File: src/rtl/reg_bank_pkg.sv
// rtl/reg_bank_pkg.sv - shared types and constants for the general register bank
package reg_bank_pkg;

   localparam int DEF_WIDTH = 8;
   localparam int DEF_NREGS = 4;

   typedef enum logic {
      ST_IDLE  = 1'b0,
      ST_ARMED = 1'b1
   } state_t;

   // Higher encoding wins when several ops are requested in the same cycle
   typedef enum logic [1:0] {
      OP_NONE = 2'd0,
      OP_INC  = 2'd1,
      OP_WE   = 2'd2,
      OP_PRGM = 2'd3
   } op_t;

   function automatic op_t pick_op(input logic prgm, input logic we, input logic inc);
      if (prgm)     return OP_PRGM;
      else if (we)  return OP_WE;
      else if (inc) return OP_INC;
      else          return OP_NONE;
   endfunction

endpackage

File: src/rtl/reg_bank_cell.sv
// rtl/reg_bank_cell.sv - one WIDTH-bit register with load and increment
module reg_bank_cell #(
   parameter int WIDTH = 8
) (
   input  logic             clk,
   input  logic             reset,
   input  logic             load,
   input  logic [WIDTH-1:0] load_data,
   input  logic             inc,
   output logic [WIDTH-1:0] q
);

   always_ff @(posedge clk or posedge reset) begin
      if (reset)
         q <= '0;
      else if (load)
         q <= load_data;
      else if (inc)
         q <= q + WIDTH'(1);
   end

endmodule

File: src/rtl/reg_bank.sv
// rtl/reg_bank.sv - armed general register bank with front-panel and bus access
module reg_bank
   import reg_bank_pkg::*;
#(
   parameter int WIDTH = DEF_WIDTH,
   parameter int NREGS = DEF_NREGS,
   parameter int SELW  = $clog2(NREGS)
) (
   input  logic             clk,
   input  logic             reset,
   input  logic [SELW-1:0]  sel,
   input  logic             go,
   input  logic             en,
   input  logic             prgm,
   input  logic             we,
   input  logic             inc,
   input  logic             oe,
   input  logic [WIDTH-1:0] prgm_in,
   input  logic [WIDTH-1:0] bus_in,
   output logic [WIDTH-1:0] bus_out,
   output logic             bus_oe,
   output logic [WIDTH-1:0] current,
   output logic [SELW-1:0]  active,
   output logic             armed,
   output logic             err
);

   state_t          state_q, state_d;
   logic [SELW-1:0] active_q, active_d;
   logic            go_q;
   logic            go_rise;
   logic            ops_ok;
   op_t             op;
   logic [WIDTH-1:0] load_data;
   logic [WIDTH-1:0] regs [NREGS];

   assign go_rise = go & ~go_q;
   assign ops_ok  = (state_q == ST_ARMED) & en;

   // go_q resets high so a GO already held through reset is not seen as a rise
   always_ff @(posedge clk or posedge reset) begin
      if (reset) begin
         state_q  <= ST_IDLE;
         active_q <= '0;
         go_q     <= 1'b1;
      end else begin
         state_q  <= state_d;
         active_q <= active_d;
         go_q     <= go;
      end
   end

   always_comb begin
      state_d  = state_q;
      active_d = active_q;
      if (go_rise) begin
         if (state_q == ST_IDLE) begin
            state_d  = ST_ARMED;
            active_d = sel;
         end else if (sel != active_q) begin
            active_d = sel;
         end else begin
            state_d = ST_IDLE;
         end
      end
   end

   always_comb begin
      op        = ops_ok ? pick_op(prgm, we, inc) : OP_NONE;
      load_data = (op == OP_PRGM) ? prgm_in : bus_in;
   end

   for (genvar i = 0; i < NREGS; i++) begin : g_cell
      logic hit;
      assign hit = (active_q == SELW'(i));

      reg_bank_cell #(.WIDTH(WIDTH)) u_cell (
         .clk       (clk),
         .reset     (reset),
         .load      (hit && (op == OP_PRGM || op == OP_WE)),
         .load_data (load_data),
         .inc       (hit && (op == OP_INC)),
         .q         (regs[i])
      );
   end

   assign current = regs[active_q];
   assign active  = active_q;
   assign armed   = (state_q == ST_ARMED);

   // Bus samples the pre-write value, giving read-before-write on the same edge
   always_ff @(posedge clk or posedge reset) begin
      if (reset) begin
         bus_out <= '0;
         bus_oe  <= 1'b0;
         err     <= 1'b0;
      end else begin
         bus_oe  <= ops_ok & oe;
         bus_out <= (ops_ok & oe) ? current : '0;
         err     <= ops_ok & prgm & we;
      end
   end

endmodule

File: config.mk
export PLATFORM = sky130hd
export DESIGN_NAME = reg_bank
export DESIGN_NICKNAME = d
export VERILOG_FILES = /design/src/rtl/reg_bank_pkg.sv /design/src/rtl/reg_bank_cell.sv /design/src/rtl/reg_bank.sv
export SDC_FILE = /design/constraint.sdc
export NUM_CORES = 1
export LEC_CHECK = 0
export CAP_MARGIN = 10
export CORE_MARGIN = 2
export CORE_UTILIZATION = 57
export DETAILED_ROUTE_END_ITERATION = 8
export HOLD_SLACK_MARGIN = 0.06
export PLACE_DENSITY = 0.83
export SLEW_MARGIN = 30
export SYNTH_ARGS = -nofsm -noshare
export SYNTH_HDL_FRONTEND = slang
export SYNTH_SLANG_ARGS = --single-unit
File: constraint.sdc
create_clock -name clk -period 3.65 [get_ports clk]
set_clock_uncertainty 0.05 [all_clocks]
set_input_delay 0.9125 -clock clk [delete_from_list [all_inputs] [get_ports clk]]
set_output_delay 0.9125 -clock clk [all_outputs]
set_load 0.02 [all_outputs]
Word-level counts from Yosys, hierarchy flattened
Cells that the tools add are included.
{"block": "totals", "wordCells": 66, "register_bits": 46, "inputBits": 26}
{"block": "op_classes", "addsub": 4, "reduce_logical": 15, "n_bitwise": 7, "n_eq_ne": 8, "n_mux": 21, "order_cmp": 1}
{"cell": "8-bit 2-to-1 mux", "count": 12}
{"cell": "8-bit by 1-bit adder with 8-bit output (second input constant)", "count": 4}
{"cell": "8-bit binary-select mux with 2-bit select", "count": 1}
{"cell": "2-bit 2-to-1 mux", "count": 5}
{"cell": "2-bit equality test (second input constant)", "count": 4}
{"cell": "1-bit logical AND", "count": 8}
{"cell": "2-bit nonzero test", "count": 4}
{"cell": "1-bit bitwise AND", "count": 5}
{"cell": "2-bit by 1-bit equality test with 1-bit output (second input constant)", "count": 2}
{"cell": "3-bit >= comparator (second input constant)", "count": 1}
{"cell": "1-bit 2-to-1 mux", "count": 3}
{"cell": "2-bit inverter with 3-bit output", "count": 1}
{"cell": "2-bit zero test", "count": 1}
{"cell": "2-bit by 1-bit inequality test with 1-bit output (second input constant)", "count": 1}
{"cell": "2-bit inequality test", "count": 1}
{"cell": "2-bit AND reduction", "count": 1}
{"cell": "1-bit logical OR", "count": 1}
{"cell": "1-bit inverter", "count": 1}

Logic depth before layout (Yosys ltp)
Gate-level depths: netlist of run 1.
{"block": "depth", "word_depth": 8, "mapped_depth": 7, "mapped_depth_nobuf": 5}

Hierarchy
From an unflattened synthesis of run 1, not the netlist that was laid out.
{"block": "hier_totals", "cells_unflattened": 268, "hier_area_um2": 2663.8}
{"mod": "reg_bank_cell", "cells_per_inst": 50, "area_per_inst_um2": 445.4, "n_inst": 4, "seq_area_each_um2": 200.2}
{"mod": "reg_bank", "cells_per_inst": 68, "area_per_inst_um2": 882.1, "n_inst": 1, "seq_area_each_um2": 351.6}

Least setup slack after synthesis of run 1
OpenSTA, ideal clock, no wires.
{"block": "synth_timing", "kind": "flip-flop to output port", "startpoint": "register active_q[0] (netlist: active[0])", "endpoint": "output current[6]", "stages_incl_launch_ff": 4, "t_required_ns": 2.688, "arrival_ns": 1.452, "slack_ns": 1.235, "path_cell_list": "dfrtp_1 -> buf_4 -> buf_2 -> mux4_2"}
{"block": "synth_between", "elab_chain_len": 4}
{"element": "start, declared", "line_no": "reg_bank.sv:29", "rtl": "logic [SELW-1:0] active_q, active_d;"}
{"element": "start signal, assigned", "line_no": "reg_bank.sv:48", "rtl": "active_q <= active_d;"}
{"element": "2-bit inverter with 3-bit output (implied by the code)", "line_no": "reg_bank.sv:87", "rtl": "assign current = regs[active_q];"}
{"element": "8-bit binary-select mux with 2-bit select", "line_no": "reg_bank.sv:87"}
{"element": "8-bit 2-to-1 mux (implied by the code) (2 in series)", "line_no": "reg_bank.sv:87"}
{"element": "end, declared", "line_no": "reg_bank.sv:22", "rtl": "output logic [WIDTH-1:0] current,"}
No other way between the ends. The select of a mux whose other input is x is not followed.

Worst setup path after layout of run 1
{"block": "layout_timing", "startpoint": "register active_q[0] (netlist: active[0])", "endpoint": "output current[4]"}
The elaborated chain is that of the path after synthesis.

==> results of run 1 <==
==> stage by stage <==
| step | cell area, um2 | worst slack (ps) | hold WS, ps |
|---|---|---|---|
| finish | 3272 | 363.2 | 508.9 |
| global route | 3272 | 234.1 | 549.9 |
| CTS | 3272 | 337.5 | 511.0 |
| detailed placement | 3181 | 672.0 | 488.7 |
| global placement | 3181 | 723.9 | 469.3 |
| floorplan | 2721 | 1235 | 422.7 |
==> registers in the layout, summed over array words and instances, names as in the netlist <==
signal and flops:
g_cell.u_cell.q 32, go_q 1, err 1, active 2
armed 1, bus_oe 1, bus_out 8
==> synthesized netlist by cell type, types with 2 or more instances <==
master / number
a31o_1: 2
a22o_1: 8
a31oi_1: 9
nand2_1: 20
buf_2: 7
a2bb2oi_1: 2
clkbuf_1: 2
mux4_2: 8
dfrtp_1: 45
o31ai_1: 7
o21ai_0: 28
o2bb2ai_1: 2
ha_1: 4
o22a_1: 5
and2_1: 12
buf_4: 4
nand4_1: 6
a21oi_1: 35
o21ai_1: 3
inv_1: 9
nand3_1: 15
o22ai_1: 4
nor2_2: 2
and4_1: 2
nand2b_1: 3
nor2b_1: 6
mux2_2: 2
nor2_1: 7
o21a_2: 2
and3_1: 5
==> worst register-to-register path: cells and delay by family (launching register included) <==
| kind | cells | cell delay (ps) |
|---|---|---|
| flops | 1 | 860 |
| simple gates | 1 | 580 |
| compound gates | 2 | 570 |
==> placed cells by master, fill, tap and decap left out, types with 2 or more instances in the layout <==
cell,count
a21oi_1,35
a22o_1,8
a2bb2oi_1,2
a31o_1,2
a31oi_1,9
and2_1,12
and3_1,5
and4_1,2
buf_4,2
clkbuf_8,6
clkdlybuf4s50_1,46
dfrtp_1,45
ha_1,4
inv_1,8
mux2_2,2
mux4_2,8
nand2_1,20
nand2b_1,3
nand3_1,15
nand4_1,6
nor2_1,7
nor2_2,2
nor2b_1,6
o21a_2,2
o21ai_0,28
o21ai_1,3
o22a_1,5
o22ai_1,4
o2bb2ai_1,2
o31ai_1,7
==> kinds of logic after synthesis <==
group | after synthesis
DFF | 46
muxes | 11
xor gates and xnor gates | 2
buffers and inverters | 23
adders and majority gates | 4
AOI/OAI and AO/OA | 115
and+or+nand+nor | 83
==> layer usage <==
layer | vias up | GRT usage, % | part of all wire [%]
met5 | - | 0 | 0
met4 | 0 | 7.819 | 2.1
li1 | 1151 | - | -
met2 | 164 | 48.95 | 47
met1 | 1224 | 42.50 | 41
met3 | 22 | 7.459 | 9.6
==> where the power goes <==
| group | switching (mW) | total, mW | internal [mW] | leakage, nW |
|---|---|---|---|---|
| clock network | 0.172 | 0.325 | 0.153 | 0.0482 |
| registers | 0.290 | 0.978 | 0.688 | 0.541 |
| logic | 0.463 | 0.910 | 0.447 | 0.684 |
| total | 0.925 | 2.21 | 1.29 | 1.27 |
==> layout make-up <==
type / count / area, um2
Clock buffer: 7 / 86.33
Clock inverter: 1 / 5.005
Fill cell: 371 / 1389
Inverter: 9 / 33.78
Multi-Input combinational cell: 215 / 1451
Sequential cell: 46 / 1152
Tap cell: 54 / 67.56
Timing Repair Buffer: 48 / 475.5
==> final timing paths <==
kind	start	to	slack, ps
worst max-delay path	active[0]$_DFFE_PP0P_	current[4]	360
worst min-delay path	g_cell[1].u_cell.q[5]$_DFFE_PP0P_	g_cell[1].u_cell.q[5]$_DFFE_PP0P_	510
worst max register to register	active[0]$_DFFE_PP0P_	g_cell[1].u_cell.q[6]$_DFFE_PP0P_	1490
worst min register to register	g_cell[1].u_cell.q[5]$_DFFE_PP0P_	g_cell[1].u_cell.q[5]$_DFFE_PP0P_	510
max in group asynchronous	reset	g_cell[0].u_cell.q[6]$_DFFE_PP0P_	1880
min in group asynchronous	reset	armed$_DFFE_PP0P_	910
==> metrics.md, run 1 <==
| Metric | Value |
|---|---|
| Outcome | finished clean |
| Post-synth EDFFs | 0 |
| Area share of the largest cell type after synthesis | 41.38% |
| Peak supply drop | 0.3881 mV |
| Area of the die | 5343 um2 |
| Yosys cell types | 48 |
| Initial antenna violation count | 0 |
| Main synth FF type | dfrtp_1 |
| DRC Markers | 0 |
| Mux cell area share after synthesis | 7.816% |
| Yosys top cell by area | dfrtp_1 |
| # diodes | 0 |
| Peak Freq | 0.3042 GHz |
| Pin count of the biggest net entering global routing | 28 |
| Ys async rst share | 100.0% |
| CTS tree | done |
| Tcrit/Tclk final | 90.05% |
| Crit path buffers/inverters | 1 |
| Crit path time final | 3287 ps |
| Starting Density | 58.39% |
| P&R area growth vs syn | 20.23% |
| Finished Layout Cells | 380 |
| Seq cells post-synth | 46 |
| Post-Synthesis Cells | 284 |
| Vias per cell | 6.739 |
| Vias in the first global route | 2393 |
| Worst setup path category | reg2out |
| Die H | 73.10 um |
| RSZ-0062 raised after global routing | no |
| Post-synthesis sequential area ratio | 42.34% |
| Final wirelength | 7634 um |
| Simple-gate portion of the synthesized area | 16.14% |
| Final Core Density | 70.20% |
| Normalized max-slew margin | 47.66% |
| TritonCTS buffer count | 5 |
| Slowest cell on crit path | dfrtp_1 |
| CP Cell Sequence | mux4_2, clkdlybuf4s50_1 |
| DIE WIDTH | 73.10 um |
| Largest family of logic cells by synthesized area | compound AO/OA/AOI/OAI gates |
| Row count | 25 |
| # hold bufs at CTS | 0 |
| Ys Warns | 0 |
| Synth Area in Adders | 1.839% |
| Tot GR Track Use | 30.81% |
| Clock Latency Late Sink | 300 ps |
| Antenna Violating Nets Remaining | 0 |
| Worst Setup End Kind | output pin |
| Worst hold path depth | 1 |
| Global route overflow | 0 |
| Maximum fanout along the worst path | 19 |
| Vias | 2561 |
| First-pass iteration count of the detailed router | 5 |
| Share of post-route cells with drive strength above 1 | 9.509% |
| CTS Buffer Depth | 2 |
| Synth Cell Area | 2721 um2 |
| Final Net Count | 355 |
| Critical Path AT | 2320 ps |
| IO Pins | 47 |
| Placed cells | 372 |
| Clock slew at reported path FFs | 80 ps |
| Max cap viols | 0 |
| Least-Margin Pin Slew | 780.2 ps |
| H-Tree Depth | 2 |
| Startpoint types | flip-flop |
| Core region area | 4661 um2 |
| Final GP Congestion | 1.007 |
| Setup TNS | 0 ps |
| Stages on the worst setup path | 2 |
| CTS sink count | 46 |
| Worst path required time | 2690 ps |
| Synth Net Count | 314 |
| Synth Area in Compound Gates | 26.90% |
| Clock root buffer | clkbuf_8 |
| Dpl hpwl | 5511 um |
| Post-Synth XOR/XNOR Area | 0.6437% |
| CTS-repair resized insts | 0 |
| First-pass GRT wire length | 12360 um |
| Fin. max-slew vios | 0 |
| 1st-iter DRT viols | 396 |
| Reg2reg path depth | 3 |
| Hold Vio Cnt, Final | 0 |
| I/O Buffers | 46 |
| Delay-heaviest family, CP | flip-flops |
| Wire per inst | 20.09 um |
| Synth top area cells | dfrtp_1 41%, mux4_2 6.6%, a21oi_1 6.4% |
| Hold WC Path Type | reg2reg |
| Power, Total | 2.213 mW |
| Cell Pwr Density | 676.5 nW/um2 |
| # Post-CTS Setup Buffers | 0 |
| Leak | 1.273 nW |
| Mapped Avg Cell Area | 9.582 um2 |
| Final setup fails | 0 |
| CP peak stage delay | 860 ps |
(Power assumes the default switching activity.)
==> run 2, diff against run 1 <==
--- a/config.mk
+++ b/config.mk
@@ -6,7 +6,7 @@
 export NUM_CORES = 1
 export LEC_CHECK = 0
 export CAP_MARGIN = 10
-export CORE_MARGIN = 2
+export CORE_MARGIN = 5
 export CORE_UTILIZATION = 57
 export DETAILED_ROUTE_END_ITERATION = 8
 export HOLD_SLACK_MARGIN = 0.06
==> run 2 against run 1 <==
Against the previous run:
- die area up 17%
- critical endpoint is now current[1]
- largest cell class unchanged
- wire length up 2.5%
- largest power group unchanged
- count of clock-buffer cells in the layout down 1
- flip-flop and latch count unchanged
- utilization up 0.63 points
- total power up 6.9%
- register-to-register slack about the same
- critical path depth unchanged
- global-route usage down 4.7 points
==> metrics.md, run 2 (same netlist as run 1, synthesis figures left out) <==
| Metric | Value |
|---|---|
| Int Power | 1.427 mW (+11%) |
| Outcome | finished clean |
| Most flop-heavy register | g_cell.u_cell.q |
| Maximum fanout along the worst path | 19 (unchanged) |
| Clock slew at reported path FFs | 90 ps (about the same) |
| Die H | 79.10 um (+8.2%) |
| Final GP Congestion | 0.9499 (-5.7%) |
| Final Core Density | 70.83% (+0.63 points) |
| Worst Setup End Kind | output pin |
| Area of the die | 6256 um2 (+17%) |
| CTS tree | done |
| H-Tree Depth | 2 (unchanged) |
| Startpoint types | flip-flop |
| Least-Margin Pin Slew | 793.4 ps (+13.17 ps) |
| Share of post-route cells with drive strength above 1 | 9.816% (+0.31 points) |
| Setup TNS | 0 ps (unchanged) |
| Normalized max-slew margin | 47.11% (-0.56 points) |
| Clock Latency Late Sink | 310 ps (about the same) |
| Placed cells | 372 (unchanged) |
| Worst reg2reg startpoint | active[0]$_DFFE_PP0P_ |
| R2R Setup Slk | 1500 ps (about the same) |
| Row count | 25 (unchanged) |
| CTS Buffer Depth | 2 (unchanged) |
| Max cap viols | 0 (unchanged) |
| Starting Density | 58.00% (-0.39 points) |
| Min-Delay Endpoint | g_cell[1].u_cell.q[5]$_DFFE_PP0P_ |
| Hold Vio Cnt, Final | 0 (unchanged) |
| # hold bufs at CTS | 0 (unchanged) |
| Crit path buffers/inverters | 1 (unchanged) |
| First-pass GRT wire length | 12440 um (+0.67%) |
| Finished Layout Cells | 380 (unchanged) |
| Most frequent cells in the layout | 46 x clkdlybuf4s50_1, 45 x dfrtp_1, 35 x a21oi_1 |
| DRC Markers | 0 (unchanged) |
| Vias | 2568 (+0.27%) |
| Register share of total power | 41.4% (-2.8 points) |
| Max reg flops | 32 (unchanged) |
| P&R area growth vs syn | 22.12% |
| Tot GR Track Use | 26.15% (-4.7 points) |
| Filler Cell Count | 363 (-2.2%) |
| Wire per inst | 20.60 um (+2.5%) |
| Final setup fails | 0 (unchanged) |
| Initial antenna violation count | 0 (unchanged) |
| Most common cell after layout, fill and taps aside | clkdlybuf4s50_1 |
| Cell Pwr Density | 712.0 nW/um2 (+5.2%) |
| Leak | 1.296 nW (+1.8%) |
| Slowest cell on crit path | dfrtp_1 |
| First-pass iteration count of the detailed router | 5 (unchanged) |
| Tcrit/Tclk final | 90.56% (+0.51 points) |
| Worst setup path category | reg2out |
| CTS sink count | 46 (unchanged) |
| I/O Buffers | 46 (unchanged) |
| CTS-repair resized insts | 0 (unchanged) |
| IO Pins | 47 (unchanged) |
| Clock power share | 20.0% (+5.3 points) |
| # diodes | 0 (unchanged) |
| Core region area | 4692 um2 (+0.67%) |
| TritonCTS buffer count | 5 (unchanged) |
| Fin. max-slew vios | 0 (unchanged) |
| Worst Hold Slack | 510.5 ps (+1.557 ps) |
| Worst path required time | 2690 ps (about the same) |
| Psw | 0.9394 mW (+1.6%) |
| Antenna Violating Nets Remaining | 0 (unchanged) |
| Clock root buffer | clkbuf_8 |
| Vias in the first global route | 2379 (-0.59%) |
| CP Cell Sequence | mux4_2, clkdlybuf4s50_1 |
| RSZ-0062 raised after global routing | no |
| R2r endpoint | g_cell[1].u_cell.q[0]$_DFFE_PP0P_ |
| Reg2reg path depth | 3 (unchanged) |
| Final wirelength | 7827 um (+2.5%) |
| Peak supply drop | 0.3819 mV (-1.6%) |
| Peak Freq | 0.3025 GHz (-0.56%) |
| Hold WC Path Type | reg2reg |
| Dpl hpwl | 5473 um (-0.70%) |
| Combinational group share of total power | 38.6% (-2.5 points) |
| Vias per cell | 6.758 (+0.27%) |
| Global route overflow | 0 (unchanged) |
| Worst hold path depth | 1 (unchanged) |
| Switch share | 39.70% (-2.1 points) |
| Critical Path AT | 2340 ps (+20 ps) |
| Hold path startpoint | g_cell[1].u_cell.q[5]$_DFFE_PP0P_ |
| Delay-heaviest family, CP | flip-flops |
| # Post-CTS Setup Buffers | 0 (unchanged) |
| Pin count of the biggest net entering global routing | 47 (+68%) |
| CP peak stage delay | 860 ps (about the same) |
| Crit path time final | 3305 ps (+18.60 ps) |
| 1st-iter DRT viols | 398 (+0.51%) |
| DIE WIDTH | 79.10 um (+8.2%) |
| Power, Total | 2.366 mW (+6.9%) |
| Final Net Count | 355 (unchanged) |
## run 2: cell types whose count changed in the layout (fill, tap and decap cells not counted), sizes merged
| cell | delta |
|---|---|
| clkbuf | -1 |
| bufinv | +2 |
| clkinv | -1 |
## run 2: power by group through the flow
stage / sequential (mW) / clock, mW / combinational (mW)
floorplan: 0.874 / 0 / 0.622
global placement: 0.963 / 0 / 0.870
detailed placement: 0.970 / 0 / 0.900
CTS: 0.960 / 0.473 / 0.907
global route: 0.998 / 0.496 / 0.994
finish: 0.980 / 0.472 / 0.914
## run 2: worst max-delay path by stage
stage	start	endpoint	slack [ps]	depth (start not counted)
2_1_floorplan	active[0]$_DFFE_PP0P_	current[6]	1240	3
3_3_place_gp	active[0]$_DFFE_PP0P_	current[1]	730	2
3_5_place_dp	active[0]$_DFFE_PP0P_	current[3]	660	2
4_1_cts	active[0]$_DFFE_PP0P_	current[3]	340	2
5_1_grt	active[0]$_DFFE_PP0P_	current[3]	210	2
6_report	active[0]$_DFFE_PP0P_	current[1]	340	2
## run 2: area by class of cell
class | instances | area (um2) | share of cell area, %
flip-flops and latches | 46 | 1152 | 34.68
repair buffers | 48 | 475.5 | 14.31
well taps | 54 | 67.56 | 2.033
clock buffers | 6 | 82.58 | 2.485
multi-input cells | 215 | 1451 | 43.67
inverters | 9 | 33.78 | 1.017
clock inverters | 2 | 60.06 | 1.807
## run 2: through the flow
| step | instance area, um2 | worst slack, ps |
|---|---|---|
| after floorplan | 2721 | 1235 |
| final | 3323 | 344.6 |
| after global routing | 3323 | 207.5 |
| after detailed placement | 3181 | 662.2 |
| after CTS | 3323 | 337.6 |
| after global placement | 3181 | 733.5 |
## run 2: layer usage
metal | wire length, um | global-route usage [%] | vias up
li1 | - | - | 1155
met1 | 3182 | 36.02 | 1238
met2 | 3702 | 42.17 | 159
met3 | 772 | 4.649 | 16
met4 | 170 | 8.247 | 0
met5 | 0 | 0 | -
==> run 3, diff against run 2 <==
--- a/config.mk
+++ b/config.mk
@@ -6,6 +6,7 @@
 export NUM_CORES = 1
 export LEC_CHECK = 0
 export CAP_MARGIN = 10
+export CORE_ASPECT_RATIO = 0.8
 export CORE_MARGIN = 5
 export CORE_UTILIZATION = 57
 export DETAILED_ROUTE_END_ITERATION = 8
@@ -15,3 +16,4 @@
 export SYNTH_ARGS = -nofsm -noshare
 export SYNTH_HDL_FRONTEND = slang
 export SYNTH_SLANG_ARGS = --single-unit
+export TNS_END_PERCENT = 30
==> run 3 against run 2 <==
Against the previous run:
- clock power is 16% lower
- total power is 2.2% lower
- sequential power up 1%
- critical path depth stayed put
- die area increased by 0.14%
- wire length increased by 1.8%
- first-iteration DRC count up 33%
==> metrics.md, run 3 (same netlist as run 1, synthesis figures left out) <==
| Metric | Value |
|---|---|
| Outcome | finished clean |
| Worst Setup End Kind | output pin |
| Vias in the first global route | 2389 (+0.42%) |
| Peak supply drop | 0.3622 mV (-5.2%) |
| Hold Vio Cnt, Final | 0 (unchanged) |
| TritonCTS buffer count | 5 (unchanged) |
| Global route overflow | 0 (unchanged) |
| Final setup fails | 0 (unchanged) |
| Share of post-route cells with drive strength above 1 | 10.09% (+0.28 points) |
| Most frequent cells in the layout | 46 x clkdlybuf4s50_1, 45 x dfrtp_1, 35 x a21oi_1 |
| DRC Markers | 0 (unchanged) |
| Vias per cell | 6.711 (-0.70%) |
| Critical Path AT | 2350 ps (about the same) |
| Core region area | 4597 um2 (-2.0%) |
| R2r endpoint | g_cell[1].u_cell.q[1]$_DFFE_PP0P_ |
| # hold bufs at CTS | 0 (unchanged) |
| Vias | 2597 (+1.1%) |
| DP Worst Slack | 655.1 ps (-7.070 ps) |
| Setup ws final | 338.2 ps (-6.419 ps) |
| First-pass iteration count of the detailed router | 6 (+1) |
| Initial antenna violation count | 0 (unchanged) |
| Tot GR Track Use | 26.33% (+0.18 points) |
| Final Core Density | 71.97% (+1.1 points) |
| Clock Latency Late Sink | 310 ps (about the same) |
| Grt met1 use | 36.92% (+0.91 points) |
| Area of the die | 6265 um2 (+0.14%) |
| Worst path required time | 2690 ps (about the same) |
| Final GP Congestion | 0.9443 (-0.59%) |
| # Post-CTS Setup Buffers | 0 (unchanged) |
| Clock slew at reported path FFs | 90 ps (about the same) |
| Normalized max-slew margin | 47.65% (+0.54 points) |
| Pin count of the biggest net entering global routing | 28 (-40%) |
| Most common cell after layout, fill and taps aside | clkdlybuf4s50_1 |
| Most flop-heavy register | g_cell.u_cell.q |
| Hold path startpoint | g_cell[1].u_cell.q[5]$_DFFE_PP0P_ |
| CTS Buffer Depth | 2 (unchanged) |
| GRT busiest layer | met2 |
| Dpl hpwl | 5702 um (+4.2%) |
| Worst setup path category | reg2out |
| Final wirelength | 7965 um (+1.8%) |
| Met2 global-route usage | 37.88% (-4.3 points) |
| Setup TNS | 0 ps (unchanged) |
| Worst hold path depth | 1 (unchanged) |
| R2R Setup Slk | 1360 ps (-140 ps) |
| Hold WC Path Type | reg2reg |
| Fin. max-slew vios | 0 (unchanged) |
| # diodes | 0 (unchanged) |
| Reg2reg path depth | 4 (+1) |
| Tcrit/Tclk final | 90.73% (+0.18 points) |
| H-Tree Depth | 2 (unchanged) |
| Met3 GRT Util | 8.621% (+4.0 points) |
| Min-Delay Endpoint | g_cell[1].u_cell.q[5]$_DFFE_PP0P_ |
| Peak Freq | 0.3019 GHz (-0.19%) |
| CTS tree | done |
| Startpoint types | flip-flop |
| Max cap viols | 0 (unchanged) |
| Final Net Count | 356 (+0.28%) |
| Max reg flops | 32 (unchanged) |
| Worst reg2reg startpoint | active[0]$_DFFE_PP0P_ |
| Wire per inst | 20.58 um (about the same) |
| IO Pins | 47 (unchanged) |
| Die H | 71.80 um (-9.2%) |
| RSZ-0062 raised after global routing | no |
| Finished Layout Cells | 387 (+1.8%) |
| Crit path time final | 3312 ps (+6.419 ps) |
| Design area | 3308 um2 (-0.45%) |
| DP Area | 3196 um2 (+0.47%) |
| Placed cells | 379 (+1.9%) |
| 1st-iter DRT viols | 531 (+33%) |
| Power, Total | 2.315 mW (-2.2%) |
| DIE WIDTH | 87.25 um (+10%) |
| Row count | 22 (-12%) |
| Least-Margin Pin Slew | 785.3 ps (-8.091 ps) |
| Worst Hold Slack | 520.9 ps (+10.41 ps) |
| Maximum fanout along the worst path | 19 (unchanged) |
| Starting Density | 59.20% (+1.2 points) |
| Leak | 1.288 nW (-0.62%) |
| Clock root buffer | clkbuf_8 |
| I/O Buffers | 46 (unchanged) |
| Antenna Violating Nets Remaining | 0 (unchanged) |
| Cell Pwr Density | 699.7 nW/um2 (-1.7%) |
| First-pass GRT wire length | 12540 um (+0.84%) |
| CTS sink count | 46 (unchanged) |
| P&R area growth vs syn | 21.56% |
| CTS-repair resized insts | 0 (unchanged) |
==> run 3: changes by cell type in the layout (fill, tap and decap cells not counted) <==
cell / change
buf_4: +1
bufinv_16: -1
clkbuf_8: -1
clkinv_2: +1
inv_6: +1
==> run 3: area by class of cell <==
cell class              instances  area, um2
fillers                       342       1289
well taps                      60      75.07
flip-flops and latches         46       1152
multi-input cells             215       1451
clock buffers                   5      68.82
repair buffers                 49      483.0
inverters                       9      33.78
clock inverters                 3      43.79
==> run 3: worst max-delay path, cell delays in order, from the launching register on <==
cell             delay, ps
dfrtp_1                860
mux4_2                 610
clkdlybuf4s50_1        570
==> run 3: power by group <==
part	leakage (nW)	switching, mW	internal [mW]	total, mW
clock network	0.0585	0.190	0.206	0.395
logic	0.688	0.482	0.447	0.929
registers	0.541	0.302	0.688	0.990
total	1.29	0.974	1.34	2.31
==> run 3: worst max-delay path by stage <==
| stage | from | endpoint | slack, ps | cells after the start |
|---|---|---|---|---|
| 2_1_floorplan | active[0]$_DFFE_PP0P_ | current[6] | 1240 | 3 |
| 3_3_place_gp | active[0]$_DFFE_PP0P_ | current[5] | 730 | 2 |
| 3_5_place_dp | active[0]$_DFFE_PP0P_ | current[4] | 660 | 2 |
| 4_1_cts | active[0]$_DFFE_PP0P_ | current[4] | 310 | 2 |
| 5_1_grt | active[0]$_DFFE_PP0P_ | current[3] | 180 | 2 |
| 6_report | active[0]$_DFFE_PP0P_ | current[3] | 340 | 2 |
==> run 3: per-layer routing <==
metal  share of wire [%]  routed length [um]
met1                  39                3140
met2                  44                3508
met4                 3.3                 261
met5                   0                   0
met3                  13                1056
